===== config.mk =====
export PLATFORM = sky130hd
export DESIGN_NAME = digi_ota_array
export DESIGN_NICKNAME = d
export VERILOG_FILES = /design/src/rtl/digi_ota_array.sv
export SDC_FILE = /design/constraint.sdc
export NUM_CORES = 1
export LEC_CHECK = 0
export CAP_MARGIN = 10
export CORE_MARGIN = 1
export CORE_UTILIZATION = 60
export DETAILED_ROUTE_END_ITERATION = 12
export GPL_TIMING_DRIVEN = 0
export PLACE_DENSITY = 0.8
export SLEW_MARGIN = 0
export SYNTH_ARGS = -nofsm -noshare
export SYNTH_HDL_FRONTEND = slang
export SYNTH_SLANG_ARGS = --single-unit

===== constraint.sdc =====
create_clock -name clk -period 4.3 [get_ports clk]
set_input_delay 0.43 -clock clk [delete_from_list [all_inputs] [get_ports clk]]
set_output_delay 0.43 -clock clk [all_outputs]
set_load 0.03 [all_outputs]

===== src/rtl/digi_ota_array.sv =====
// digi_ota_array
// Array of CHANNELS independent digital transconductance channels. Each channel
// synchronises a differential pair of comparator bits, turns it into an
// UP/DN/HOLD decision, integrates that decision into a saturating accumulator,
// and compares the accumulator with a shared ramp to form a PWM output. A
// per-channel hold timer keeps the pad driver enabled for HOLD cycles after the
// last non-zero decision.
//
// Ports:
//   clk       clock
//   rst_n     asynchronous active-low reset (release synchronous to clk)
//   ena       global enable; low freezes acc, ramp, tmr, out and sat, clears out_oe
//   vip, vin  per-channel asynchronous comparator inputs
//   gain_sel  shared integrator step select, step = 1 << gain_sel
//   out       per-channel PWM output (registered acc > ramp)
//   out_oe    per-channel drive enable (registered tmr != 0 && ena)
//   sat       per-channel flag, integrator sitting on either rail
module digi_ota_array #(
    parameter int CHANNELS    = 2,
    parameter int ACC_W       = 6,
    parameter int SYNC_STAGES = 2,
    parameter int HOLD        = 4
) (
    input  logic                clk,
    input  logic                rst_n,
    input  logic                ena,
    input  logic [CHANNELS-1:0] vip,
    input  logic [CHANNELS-1:0] vin,
    input  logic [1:0]          gain_sel,
    output logic [CHANNELS-1:0] out,
    output logic [CHANNELS-1:0] out_oe,
    output logic [CHANNELS-1:0] sat
);

    localparam logic [ACC_W-1:0] ACC_MID = {1'b1, {(ACC_W-1){1'b0}}};
    localparam logic [ACC_W-1:0] ACC_MAX = {ACC_W{1'b1}};
    localparam logic [7:0]       HOLD_LD = 8'(HOLD);

    // Index SYNC_STAGES-1 is the oldest (fully synchronised) sample.
    logic [SYNC_STAGES-1:0][CHANNELS-1:0] r_vip_sync;
    logic [SYNC_STAGES-1:0][CHANNELS-1:0] r_vin_sync;

    logic [CHANNELS-1:0][ACC_W-1:0] r_acc;
    logic [CHANNELS-1:0][7:0]       r_tmr;
    logic [ACC_W-1:0]               r_ramp;
    logic [CHANNELS-1:0]            r_out;
    logic [CHANNELS-1:0]            r_oe;
    logic [CHANNELS-1:0]            r_sat;

    logic [CHANNELS-1:0] w_vip;
    logic [CHANNELS-1:0] w_vin;
    logic [CHANNELS-1:0] w_up;
    logic [CHANNELS-1:0] w_dn;
    logic [ACC_W:0]      w_step;

    // One integration step computed one bit wider than the accumulator so that
    // both overflow (carry) and underflow (borrow) are visible in the MSB and
    // the result can be clamped to the rail instead of wrapping.
    function automatic logic [ACC_W-1:0] f_integrate(
        input logic [ACC_W-1:0] acc,
        input logic             up,
        input logic             dn,
        input logic [ACC_W:0]   step
    );
        logic [ACC_W:0] ext;
        ext = {1'b0, acc};
        if (up) begin
            ext = ext + step;
            return ext[ACC_W] ? ACC_MAX : ext[ACC_W-1:0];
        end else if (dn) begin
            ext = ext - step;
            return ext[ACC_W] ? '0 : ext[ACC_W-1:0];
        end
        return acc;
    endfunction

    // Synchronisers run regardless of ena so the decision is always current.
    always_ff @(posedge clk or negedge rst_n) begin
        if (!rst_n) begin
            r_vip_sync <= '0;
            r_vin_sync <= '0;
        end else begin
            r_vip_sync <= {r_vip_sync[SYNC_STAGES-2:0], vip};
            r_vin_sync <= {r_vin_sync[SYNC_STAGES-2:0], vin};
        end
    end

    assign w_vip  = r_vip_sync[SYNC_STAGES-1];
    assign w_vin  = r_vin_sync[SYNC_STAGES-1];
    assign w_up   = w_vip & ~w_vin;
    assign w_dn   = ~w_vip & w_vin;
    assign w_step = (ACC_W+1)'(1) << gain_sel;

    // Integrator, hold timer and shared ramp: all frozen while ena is low.
    always_ff @(posedge clk or negedge rst_n) begin
        if (!rst_n) begin
            r_acc  <= {CHANNELS{ACC_MID}};
            r_tmr  <= '0;
            r_ramp <= '0;
        end else if (ena) begin
            r_ramp <= r_ramp + 1'b1;
            for (int i = 0; i < CHANNELS; i++) begin
                r_acc[i] <= f_integrate(r_acc[i], w_up[i], w_dn[i], w_step);
                if (w_up[i] || w_dn[i]) begin
                    r_tmr[i] <= HOLD_LD;
                end else if (r_tmr[i] != 8'd0) begin
                    r_tmr[i] <= r_tmr[i] - 8'd1;
                end
            end
        end
    end

    // Output stage: out and sat hold while disabled; out_oe drops the cycle
    // after ena falls and comes back as soon as ena returns with tmr non-zero.
    always_ff @(posedge clk or negedge rst_n) begin
        if (!rst_n) begin
            r_out <= '0;
            r_oe  <= '0;
            r_sat <= '0;
        end else begin
            for (int i = 0; i < CHANNELS; i++) begin
                r_oe[i] <= (r_tmr[i] != 8'd0) && ena;
                if (ena) begin
                    r_out[i] <= (r_acc[i] > r_ramp);
                    r_sat[i] <= (r_acc[i] == '0) || (r_acc[i] == ACC_MAX);
                end
            end
        end
    end

    assign out    = r_out;
    assign out_oe = r_oe;
    assign sat    = r_sat;

endmodule


After elaboration in Yosys (flattened, before gate mapping) --
Index checks and enable logic that the tools add are counted.
Word-level totals: register bits after elaboration 48, input bits 9, output and inout port bits 6, logic and storage cells 62
Operators by class: add/subtract/negate cells 7, $lt $le $gt $ge 2, eq/ne operators 2, shift operators 1, mux-type cells 18, bitwise gates (word level) 4, reductions and logical operators 16
Operator list (count):
- two-way mux 6 bit | 8
- two-way mux 8 bit | 4
- nonzero test 8 bit | 2
- subtractor 8 x 1 -> 8 bit (second input constant) | 2
- adder 6 x 7 -> 7 bit | 2
- subtractor 6 x 7 -> 7 bit | 2
- equality test 6 bit (second input constant) | 2
- greater-than comparator 6 bit | 2
- logical NOT 6 bit | 2
- AND reduction 2 bit | 4
- << shifter 1 x 2 -> 7 bit (first input constant) | 1
- adder 6 x 1 -> 6 bit (second input constant) | 1
- two-way mux 1 bit | 6
- bitwise AND 2 bit | 2
- logical OR 1 bit | 4
- inverter 2 bit | 2
- nonzero test 2 bit | 2
- logical AND 1 bit | 2

Longest topological paths before layout --
depth in word-level cells 6, mapped depth 9, depth with buffers taken out 9

Worst setup path after synthesis --
Ideal clock, no wire load.
path kind input to register, start input port gain_sel[1], end register r_acc[3] (netlist bit), library setup time 124 ps, arrival time 2176 ps, data required time 4176 ps, setup slack 2000 ps, stages on the path 9, path buffers 0, cells stage by stage nor2_1 ha_1 inv_1 fa_1 a21o_1 a21oi_1 a21oi_1 and3_1 a211o_1
On the way: longest elaborated chain between the ends 5
Ends and longest elaborated chain:
- from (decl) | RTL line 29 | input logic [1:0] gain_sel,
- << shifter 1 x 2 -> 7 bit * | RTL line 92 | assign w_step = (ACC_W+1)'(1) << gain_sel;
- subtractor 6 x 7 -> 7 bit | RTL line 71 | ext = ext - step;
- two-way mux 6 bit | RTL line 72 | return ext[ACC_W] ? '0 : ext[ACC_W-1:0];
- two-way mux 6 bit | RTL line 70 | end else if (dn) begin
- two-way mux 6 bit * | RTL line 67 | if (up) begin
- to (signal assigned) | RTL line 97 | r_acc <= {CHANNELS{ACC_MID}};
- to (signal, indexed assignment) | RTL line 103 | r_acc[i] <= f_integrate(r_acc[i], w_up[i], w_dn[i], w_step);
- to (decl) | RTL line 43 | logic [CHANNELS-1:0][ACC_W-1:0] r_acc;
Every way passes the cells marked *; elsewhere a longest branch is shown, timed or not. The select of a mux whose other input is x is not followed. A chain may end at the register's enable or synchronous reset.

Worst setup path after layout --
start input port gain_sel[1], end register r_acc[2] (netlist bit)
Same word-level chain as after synthesis.

==> flow_metrics.env <==
export IMPL_yosys_most_used_dff="dfrtp_1"
export IMPL_required_ns=4.50
export IMPL_slew_viol_final=0
export IMPL_final_setup_tns_ns=0
export IMPL_grt_max_degree=39
export IMPL_hold_viol=0
export IMPL_syn_nets=387
export IMPL_clk_pin_slew_ns=0.09
export IMPL_cp_buffers_inverters=2
export IMPL_io_pins=15
export IMPL_cpPeakStageDelay_ns=0.46
export IMPL_initial_utilization_pct=62.5
export IMPL_grt_pass1_wl_um=10800
export IMPL_async_flop_share_pct=100
export IMPL_tritoncts="yes"
export IMPL_fin_util_pct=69.3
export IMPL_dieArea_um2=5620
export IMPL_core_um2=5110
export IMPL_antenna_found_initial=0
export IMPL_holdWs_ns=0.357
export IMPL_synth_edf_count=0
export IMPL_h_tree_depth=2
export IMPL_critical_path_class="input pin to register"
export IMPL_cts_sinks=48
export IMPL_cts_made_buffers=5
export IMPL_crit_fanout=4
export IMPL_arrival_ns=3.02
export IMPL_fmax_mhz=355
export IMPL_finClkSkew_ns=0.0107
export IMPL_cts_repair_resized=0
export IMPL_cts_root_buf="clkbuf_8"
export IMPL_yosysWarnings=0
export IMPL_p_leak_nw=1.58
export IMPL_critPathTopFamily="compound AO/OA/AOI/OAI gates"
export IMPL_setup_worst_path_start_class="input pin"
export IMPL_rows=26
export IMPL_final_cell_mix="46 x dfrtp_1, 35 x ha_1, 33 x nor2_1"
export IMPL_drt_iter0_drc=136
export IMPL_vias=2564
export IMPL_diodes=0
export IMPL_grt_overflow=0
export IMPL_drt_vias_per_instance=5.92
export IMPL_power_per_cell_area_nw_per_um2=626
export IMPL_postCtsSetupBuffers=0
export IMPL_drtPass1Iterations=5
export IMPL_grt_use_total_pct=25.7
export IMPL_drtAntennaViolNets=0
export IMPL_seq_area_frac_synth_pct=37.7
export IMPL_synth_avg_cell_area_um2=9.42
export IMPL_synth_area_um2=3190
export IMPL_grt_pass1_vias=2408
export IMPL_area_delta_synth_final_pct=10.8
export IMPL_slowest_stage="clkdlybuf4s50_1"
export IMPL_place_congestion=0.877
export IMPL_period_share_pct=65.6
export IMPL_ys_ff_latch=48
export IMPL_die_x_um=74.9
export IMPL_nets=410
export IMPL_synthesis_instances=339
export IMPL_period_minus_slack_ns=2.82
export IMPL_rsz0062_at_grt="false"
export IMPL_setup_viol_count_final=0
export IMPL_crit_path_end_kind="register"
export IMPL_drive_gt1_share_pct=5.51
export IMPL_final_common_cell="dfrtp_1"
export IMPL_worst_pin_slew_ns=0.738
export IMPL_wl_per_cell_um=15.1
export IMPL_portBuffers=14
export IMPL_detailed_place_hpwl_um=4870
export IMPL_ys_types=51
export IMPL_die_h_um=74.9
export IMPL_drc=0
export IMPL_drv_cap=0
export IMPL_clkLatencyLatePin_ns=0.31
export IMPL_clk_path_buf_depth=2
export IMPL_relSlewSlack_pct=50.1
export IMPL_routed_wl_um=6540
export IMPL_holdCritPathClass="register to register"
export IMPL_crit_chain="clkdlybuf4s50_1 > nor2_1 > ha_1 > inv_1 > fa_1 > a21o_1 > a21oi_1 > a21oi_1 > a221oi_1 > nor2_1"
export IMPL_r2r_setup_slack_ns=1.86
export IMPL_peakVddDrop_uv=407
export IMPL_status="finished, final reports clean"
-- path summary, 6_finish.rpt --
path / startpoint / to / cells past startpoint
min in group asynchronous: rst_n / r_acc[2] / 2
max in group asynchronous: rst_n / r_acc[11] / 3
worst min register to register: r_vin_sync[1] / w_vin[1] / 0
worst max register to register: r_acc[0] / r_acc[2] / 9
worst min-delay path: r_vin_sync[1] / w_vin[1] / 0
worst max-delay path: gain_sel[1] / r_acc[2] / 10
-- repair_timing --
item / CTS / global route
setup endpoints to repair: 0 / 0
hold buffers: 1 / 0
hold endpoints to repair: 9 / 0
-- registers in the layout (all words and copies together) (netlist names) --
signal,count
w_vip,2
out,2
r_acc,12
r_ramp,6
r_tmr,16
r_vip_sync,2
sat,2
out_oe,2
r_vin_sync,2
w_vin,2
-- where the power goes --
group          internal [mW]  total [mW]  switching, mW
clock network          0.129       0.278          0.150
registers              0.618       0.822          0.204
logic                  0.499        1.11          0.615
total                   1.25        2.21          0.969
-- cells in the mapped netlist (2+ instances only) --
cell / count / area share, %
a41o_1: 2 / 0.63
o21ai_0: 15 / 2.4
nor3_1: 6 / 0.94
nor2b_1: 14 / 2.7
nor4b_1: 2 / 0.55
a31o_2: 2 / 0.55
a2111oi_0: 2 / 0.55
dfrtp_1: 46 / 36
dfstp_2: 2 / 1.6
a211oi_1: 2 / 0.47
and3_1: 4 / 0.78
nand2_1: 21 / 2.5
nor4_1: 6 / 1.2
nand3_1: 5 / 0.78
inv_1: 25 / 2.9
a21oi_1: 20 / 3.1
o2bb2ai_1: 3 / 0.82
a21o_1: 6 / 1.4
ha_1: 35 / 14
a22o_1: 2 / 0.55
nand4_1: 6 / 1.2
fa_1: 4 / 2.5
nand2b_1: 13 / 2.5
a221oi_1: 4 / 1.1
a31oi_1: 3 / 0.59
a211o_1: 3 / 0.82
o211ai_1: 2 / 0.47
xor2_1: 5 / 1.4
nor2_1: 33 / 3.9
clkbuf_1: 10 / 1.2
o31ai_1: 4 / 0.94
o311ai_0: 2 / 0.55
xnor2_1: 12 / 3.3
-- per-layer routing --
metal	up-vias	global-route usage, %	part of all wire, %
met5	-	0	0
met2	65	44.1	49
li1	1260	-	-
met1	1227	32.6	46
met3	12	5.09	3.7
met4	0	8.81	1.3
-- through the flow --
stage,power [mW],std cells,setup slack (ns),instance area [um2]
5_1_grt,2.42,433,1.32,3540
3_3_place_gp,1.86,423,1.24,3420
4_1_cts,2.21,433,1.51,3540
3_5_place_dp,1.92,424,1.19,3430
2_1_floorplan,1.63,339,2.00,3190
6_report,2.21,433,1.48,3540
-- final cells by class --
class                   instances  area, um2
clock buffers                   6       82.6
plain buffers                  10       37.5
inverters                      25       93.8
clock inverters                 2       10.0
fillers                       430       1570
repair buffers                 16        165
well taps                      70       87.6
multi-input cells             256       1860
flip-flops and latches         48       1200
-- kinds of logic after synthesis --
kind of cell               after synthesis  share of synthesized area (%)
buffers and inverters                   35                           4.12
adders and majority gates               39                           16.2
muxes                                    1                          0.353
and+or+nand+nor                        118                           19.4
xor gates and xnor gates                17                           4.66
AOI/OAI and AO/OA                       81                           17.6
DFF                                     48                           37.7
Power figures use the tool's default switching activity.
